$ cat src/rtl/uart_tx_fifo.sv
// uart_tx_fifo: byte FIFO that issues one byte at a time to a UART transmitter
//   clk, rst               : rising-edge clock, synchronous active-high reset
//   wr_data, wr_en         : system-side enqueue port
//   full, empty, level     : FIFO status, combinational from the pointers
//   overflow               : one-cycle pulse after a write is dropped because the FIFO was full
//   tx_data, tx_data_valid : registered byte and one-cycle issue strobe to the transmitter
//   tx_data_ready, tx_ack  : transmitter idle flag and end-of-frame pulse
//   timeout_err            : one-cycle pulse when the ack watchdog expires
// The ack watchdog is compiled in by defining UART_TX_FIFO_WDOG_EN; otherwise timeout_err is 0.
module uart_tx_fifo #(
  parameter int ADDR_W      = 4,
  parameter int ACK_TIMEOUT = 65535
) (
  input  logic              clk,
  input  logic              rst,
  input  logic [7:0]        wr_data,
  input  logic              wr_en,
  output logic              full,
  output logic              empty,
  output logic [ADDR_W:0]   level,
  output logic              overflow,
  output logic [7:0]        tx_data,
  output logic              tx_data_valid,
  input  logic              tx_data_ready,
  input  logic              tx_ack,
  output logic              timeout_err
);
  typedef enum logic [1:0] {S_IDLE, S_LOAD, S_REQ, S_WAIT} state_t;
  state_t state, state_n;
  logic [7:0] mem [2**ADDR_W];
  logic [ADDR_W:0] wr_ptr, rd_ptr;
  logic wr, expire;
  // The watchdog counter is 16 bits wide, so the limit must fit in it.
  if (ACK_TIMEOUT < 2 || ACK_TIMEOUT > 65536) begin : g_bad_timeout
    $error("ACK_TIMEOUT must be within 2..65536");
  end
  assign full  = wr_ptr[ADDR_W-1:0] == rd_ptr[ADDR_W-1:0] && wr_ptr[ADDR_W] != rd_ptr[ADDR_W];
  assign empty = wr_ptr == rd_ptr;
  assign level = wr_ptr - rd_ptr;
  // full is taken before any same-cycle pop, so a write while full is always dropped.
  assign wr    = wr_en && !full;
  always_ff @(posedge clk)
    if (wr) mem[wr_ptr[ADDR_W-1:0]] <= wr_data;
  always_ff @(posedge clk)
    state <= rst ? S_IDLE : state_n;
  always_comb begin
    state_n = state;
    case (state)
      S_IDLE:  state_n = empty ? S_IDLE : S_LOAD;
      S_LOAD:  state_n = S_REQ;
      S_REQ:   state_n = tx_data_ready ? S_WAIT : S_REQ;
      default: state_n = (tx_ack || expire) ? S_IDLE : S_WAIT;
    endcase
  end
  always_ff @(posedge clk)
    if (rst) begin
      wr_ptr        <= '0;
      rd_ptr        <= '0;
      tx_data       <= 8'h00;
      tx_data_valid <= 1'b0;
      overflow      <= 1'b0;
    end else begin
      if (wr) wr_ptr <= wr_ptr + (ADDR_W+1)'(1);
      if (state == S_LOAD) begin
        tx_data <= mem[rd_ptr[ADDR_W-1:0]];
        rd_ptr  <= rd_ptr + (ADDR_W+1)'(1);
      end
      tx_data_valid <= state == S_REQ && tx_data_ready;
      overflow      <= wr_en && full;
    end
`ifdef UART_TX_FIFO_WDOG_EN
  logic [15:0] cnt;
  logic        to_q;
  // tx_ack in the expiry cycle wins: the frame completes normally with no error.
  assign expire      = state == S_WAIT && !tx_ack && cnt == 16'(ACK_TIMEOUT - 1);
  assign timeout_err = to_q;
  always_ff @(posedge clk)
    if (rst) begin
      cnt  <= 16'd0;
      to_q <= 1'b0;
    end else begin
      cnt  <= state == S_WAIT ? cnt + 16'd1 : 16'd0;
      to_q <= expire;
    end
`else
  assign expire      = 1'b0;
  assign timeout_err = 1'b0;
`endif
endmodule

$ cat config.mk
export PLATFORM = sky130hd
export DESIGN_NAME = uart_tx_fifo
export DESIGN_NICKNAME = d
export VERILOG_FILES = /design/src/rtl/uart_tx_fifo.sv
export SDC_FILE = /design/constraint.sdc
export NUM_CORES = 1
export LEC_CHECK = 0
export CAP_MARGIN = 20
export CELL_PAD_IN_SITES_DETAIL_PLACEMENT = 0
export CELL_PAD_IN_SITES_GLOBAL_PLACEMENT = 2
export CORE_ASPECT_RATIO = 0.7
export CORE_UTILIZATION = 45
export CTS_CLUSTER_DIAMETER = 30
export DETAILED_ROUTE_END_ITERATION = 7
export GPL_TIMING_DRIVEN = 0
export PLACE_DENSITY = 0.9
export REMOVE_ABC_BUFFERS = 1
export SETUP_SLACK_MARGIN = 0.15
export SYNTH_ARGS = -nofsm -noshare
export SYNTH_HDL_FRONTEND = slang
export SYNTH_SLANG_ARGS = --single-unit
$ cat constraint.sdc
create_clock -name clk -period 5.8 [get_ports clk]
set_input_delay 0.58 -clock clk [delete_from_list [all_inputs] [get_ports clk]]
set_output_delay 0.58 -clock clk [all_outputs]
set_load 0.05 [all_outputs]
Word level (Yosys, flattened, before mapping)
Memories as Yosys holds them, arrays and structs flattened. A register that Yosys moved wholly into a read port is not among the register bits.
Index checks and enable logic that the tools add are counted.
Storage, ports and cells
  output and inout port bits: 18
  latch bits: 0
  memories: 1
  bits in writable memories: 128
  bits in read-only memories: 0
  register bits: 14
Memory list
  mem: depth 16, bits a word 8, rd ports 1, clocked after memory_dff 1, write ports 1, RTL line 30  | logic [7:0] mem [2**ADDR_W];
Operators by class
  $lt $le $gt $ge: 0
  multiply operators: 0
  bitwise operators: 0
  shift operators: 0
  equal/unequal tests: 5
  muxes and demuxes: 6
  $add $sub $neg: 3
  div/mod/pow operators: 0
  reductions and logical operators: 6
Operators by type and width (count)
  adder 5 x 1 -> 5 bit (second input constant): 2
  one-hot mux 2 bit (3 select lines): 1
  equality test 5 bit: 1
  subtractor 5 bit: 1
  equality test 4 bit: 1
  logical AND 1 bit: 4
  two-way mux 1 bit: 4
  equality test 2 x 1 -> 1 bit (second input constant): 1
  equality test 2 bit (second input constant): 1
  zero test 2 bit: 1
  two-way mux 2 bit: 1
  zero test 1 bit: 1
  inequality test 1 bit: 1

Logic depth before layout (Yosys ltp)
  word-level depth: 6
  mapped depth: 9

Least setup slack after synthesis
No wires, ideal clock.
  path type: reg2out
  start: reg rd_ptr[2]
  end: out level[4]
  required time: 5220 ps
  buffers on the path: 3
  cell stages (with the launch flop): 9
  arrival time: 2245 ps
  setup slack: 2975 ps
  cells stage by stage: dfxtp_1 > buf_2 > buf_4 > buf_2 > inv_1 > ha_1 > a21o_1 > a21oi_1 > xnor2_1
On the way
  longest elaborated chain between the ends: 1
Ends and longest elaborated chain
  start: declaration: RTL line 31  | logic [ADDR_W:0] wr_ptr, rd_ptr;
  start signal: assignment: RTL line 66  | rd_ptr <= rd_ptr + (ADDR_W+1)'(1);
  subtractor 5 bit: RTL line 39  | assign level = wr_ptr - rd_ptr;
  end: declaration: RTL line 20  | output logic [ADDR_W:0] level,
No other way between the ends.

Worst setup path in the final report
  start: reg rd_ptr[0]
  end: out level[4]
The elaborated chain is that of the path after synthesis.

==> results.ini <==
[floorplan]
rows = 35
die_h_um = 100.2
core-area_um2 = 13310
start_util = 0.4655
ios = 31
dieArea_um2 = 14250
die_x_um = 142.3

[yosys]
ys_ff_latch = 150
synth_area_leader_cell = edfxtp_1
netlist.area_leader.share = 0.6202
syn_area_um2 = 6197
avgSynthCellArea_um2 = 14.72
synth.distinct_cells = 38
synthCells = 421
seq_area_frac_synth = 0.6913
synthTopCellsByArea = edfxtp_1 (62%), mux2i_1 (11%), dfxtp_1 (7.1%)
synth_warnings = 0

[min_path]
hp-class = flop to flop
hold_start = tx_data[7]
holdPathStages = 2
min_to = tx_data[7]

[clocking]
post_cts_buffers = 0
cts_root_buf = clkbuf_16
clk_pin_slew_worst_paths_ps = 60
hold_buffers = 0
clk_latency_ps = 420
cts-buffers-inserted = 17
clockBufferDepth = 2
cts_sinks = 150
ctsResizeCount = 0
cts_tree = built
cts.htree.levels = 4

[pwr]
cellPowerDensity_nw_per_um2 = 377.2
p_leak_uw = 0.002257
total_power_uw = 2724
ir_worst_vdd_uv = 241.2

[run_status]
status = finished clean

[global_routing]
grt_pass1_wl_um = 18840
track_usage = 0.1894
grt_overflow = 0
grt_pass1_vias = 3276
grt_max_degree = 47
antenna_found_initial = 0

[final_layout]
diodes = 0
area_growth_pct = 16.54
regArea_um2 = 4288
fin_cells = 652
nNetsFinal = 481
multi_input_area_um2 = 1745
drive_gt1_frac = 0.08994
fill_cells = 1112

[job]
drv_cap = 0

[setup_path]
cp-start-kind = flop
crit_family = buffers and inverters
required_ps = 5220
cp.arrival_ps = 3030
critical_path.max_fanout = 10
rrSetupSlack_ps = 2680
r2r-start = rd_ptr[2]
path_cells = ha_1 -> inv_1 -> fa_1 -> a21o_1 -> a21oi_1 -> xnor2_1 -> clkdlybuf4s50_1
slowest_delay_ps = 810
crit_type = flop to primary output
reg2reg_depth = 7
timing.rr.end = mem[1][1]
cpMaxStageDelayCell = clkdlybuf4s50_1
critPathCaptureType = primary output
critical_path_buf_inv_count = 2

[sta]
slew_headroom = 0.2636
skew_ps = 7.415
layout_setup_ws_ps = 2191
hold_viol = 0
rsz0062_at_grt = no
fin_tns_setup_ps = 0
worstMarginPinSlew_ps = 1102
timing.hold.ws_ps = 449.3
min_period_over_period = 0.6222
max_freq_ghz = 0.2771
min_period_ps = 3609
drv_slew = 0
finalSetupViolations = 0

[place]
port_buffers = 29
gp_congestion = 0.7865
dp_slack_ps = 2657
dp_hpwl_um = 8191
place_inst = 617

[route]
ant_nets = 0
wl_per_cell_um = 19.04
finalWirelength_um = 12410
drc = 0
firstDrtPassIters = 4
drtIter0Drc = 263
num_vias = 3461
vias_per_cell = 5.308

-- synth_stat cells --
cell	n
edfxtp_1	128
mux2i_1	67
nand2_1	34
nor2_1	28
dfxtp_1	22
nand3_1	20
a22oi_1	16
ha_1	13
a21oi_1	12
nand4_1	11
inv_1	10
buf_2	7
clkbuf_1	6
xnor2_1	6
xor2_1	5
buf_4	4
nor2b_1	4
nor3_1	4
a21o_1	2
clkbuf_8	2
nand2b_1	2
o21ai_0	2
a221oi_1	1
and2_1	1
and3_1	1
and3b_1	1
buf_12	1
conb_1	1
fa_1	1
nand3b_1	1
nor3b_1	1
nor4b_1	1
o211ai_1	1
o211ai_4	1
o21a_2	1
or3_1	1
or3b_2	1
xnor2_2	1
-- report_power, final --
group | internal, uW | switching [uW]
Clock | 601 | 451
Sequential | 1210 | 32.4
Combinational | 146 | 286
-- logic make-up (layout without fill, tap and decap cells) --
family / Yosys count / in the layout / synth area share
DFF: 150 / 150 / 0.6913
and+or+nand+nor: 111 / 111 / 0.08379
muxes: 67 / 67 / 0.1082
AOI/OAI and AO/OA: 36 / 36 / 0.04058
buffers and inverters: 30 / 76 / 0.02786
adders and majority gates: 14 / 14 / 0.02948
xor gates and xnor gates: 12 / 12 / 0.01817
other: 1 / 1 / 0.0006051
-- worst max path at each step --
| stage | start | endpoint | slack (ps) | depth (start not counted) |
|---|---|---|---|---|
| 2_1_floorplan | rd_ptr[2] | level[4] | 1170 | 5 |
| 3_3_place_gp | rd_ptr[2] | mem[1][3] | -360 | 6 |
| 3_5_place_dp | rd_ptr[2] | mem[0][5] | 2660 | 6 |
| 4_1_cts | rd_ptr[0] | level[4] | 2190 | 7 |
| 5_1_grt | rd_ptr[0] | level[4] | 2060 | 7 |
| 6_report | rd_ptr[0] | level[4] | 2190 | 7 |
-- tightest hold or removal path, stage by stage (launching register included) --
cell and delay, ps:
dfxtp_1 320, nand2_1 50, nand3_1 50
-- layer usage --
layer	GRT usage	routed length, um
met2	0.2685	5516
met4	0.05873	102
met3	0.05582	557
met1	0.2800	6239
met5	0	0
-- state kept, by name, summed over array words and instances (netlist names) --
| register | cells |
|---|---|
| mem | 128 |
| overflow | 1 |
| rd_ptr | 5 |
| state | 2 |
| tx_data | 8 |
| tx_data_valid | 1 |
| wr_ptr | 5 |
-- cell type report --
class                           instances  area share
Clock buffer                           18     0.05942
Inverter                               10    0.005198
Tap cell                              185     0.03205
Sequential cell                       150      0.5937
Timing Repair Buffer                   34     0.04834
Clock inverter                         14     0.01958
Multi-Input combinational cell        241      0.2417
-- through the flow --
stage | area [um2] | utilization
finish | 7222 | 0.5425
global route | 7222 | 0.5425
detailed placement | 6628 | 0.4978
CTS | 7198 | 0.5407
global placement | 6584 | 0.4945
floorplan | 6062 | -
-- placed cells by master (no fill, tap or decap), types with 2 or more instances in the layout --
cell type	n
clkbuf_16	17
nor2b_1	4
nand4_1	11
edfxtp_1	128
a21oi_1	12
clkdlybuf4s50_1	29
inv_8	2
nor2_1	28
nand2_1	34
inv_6	5
xor2_1	5
clkinvlp_4	6
inv_1	10
dfxtp_1	21
nor3_1	3
ha_1	13
mux2i_1	67
a21o_1	2
a22oi_1	16
xnor2_1	6
nand3_1	20
o21ai_0	2
nand2b_1	2
(Power assumes the default switching activity.)
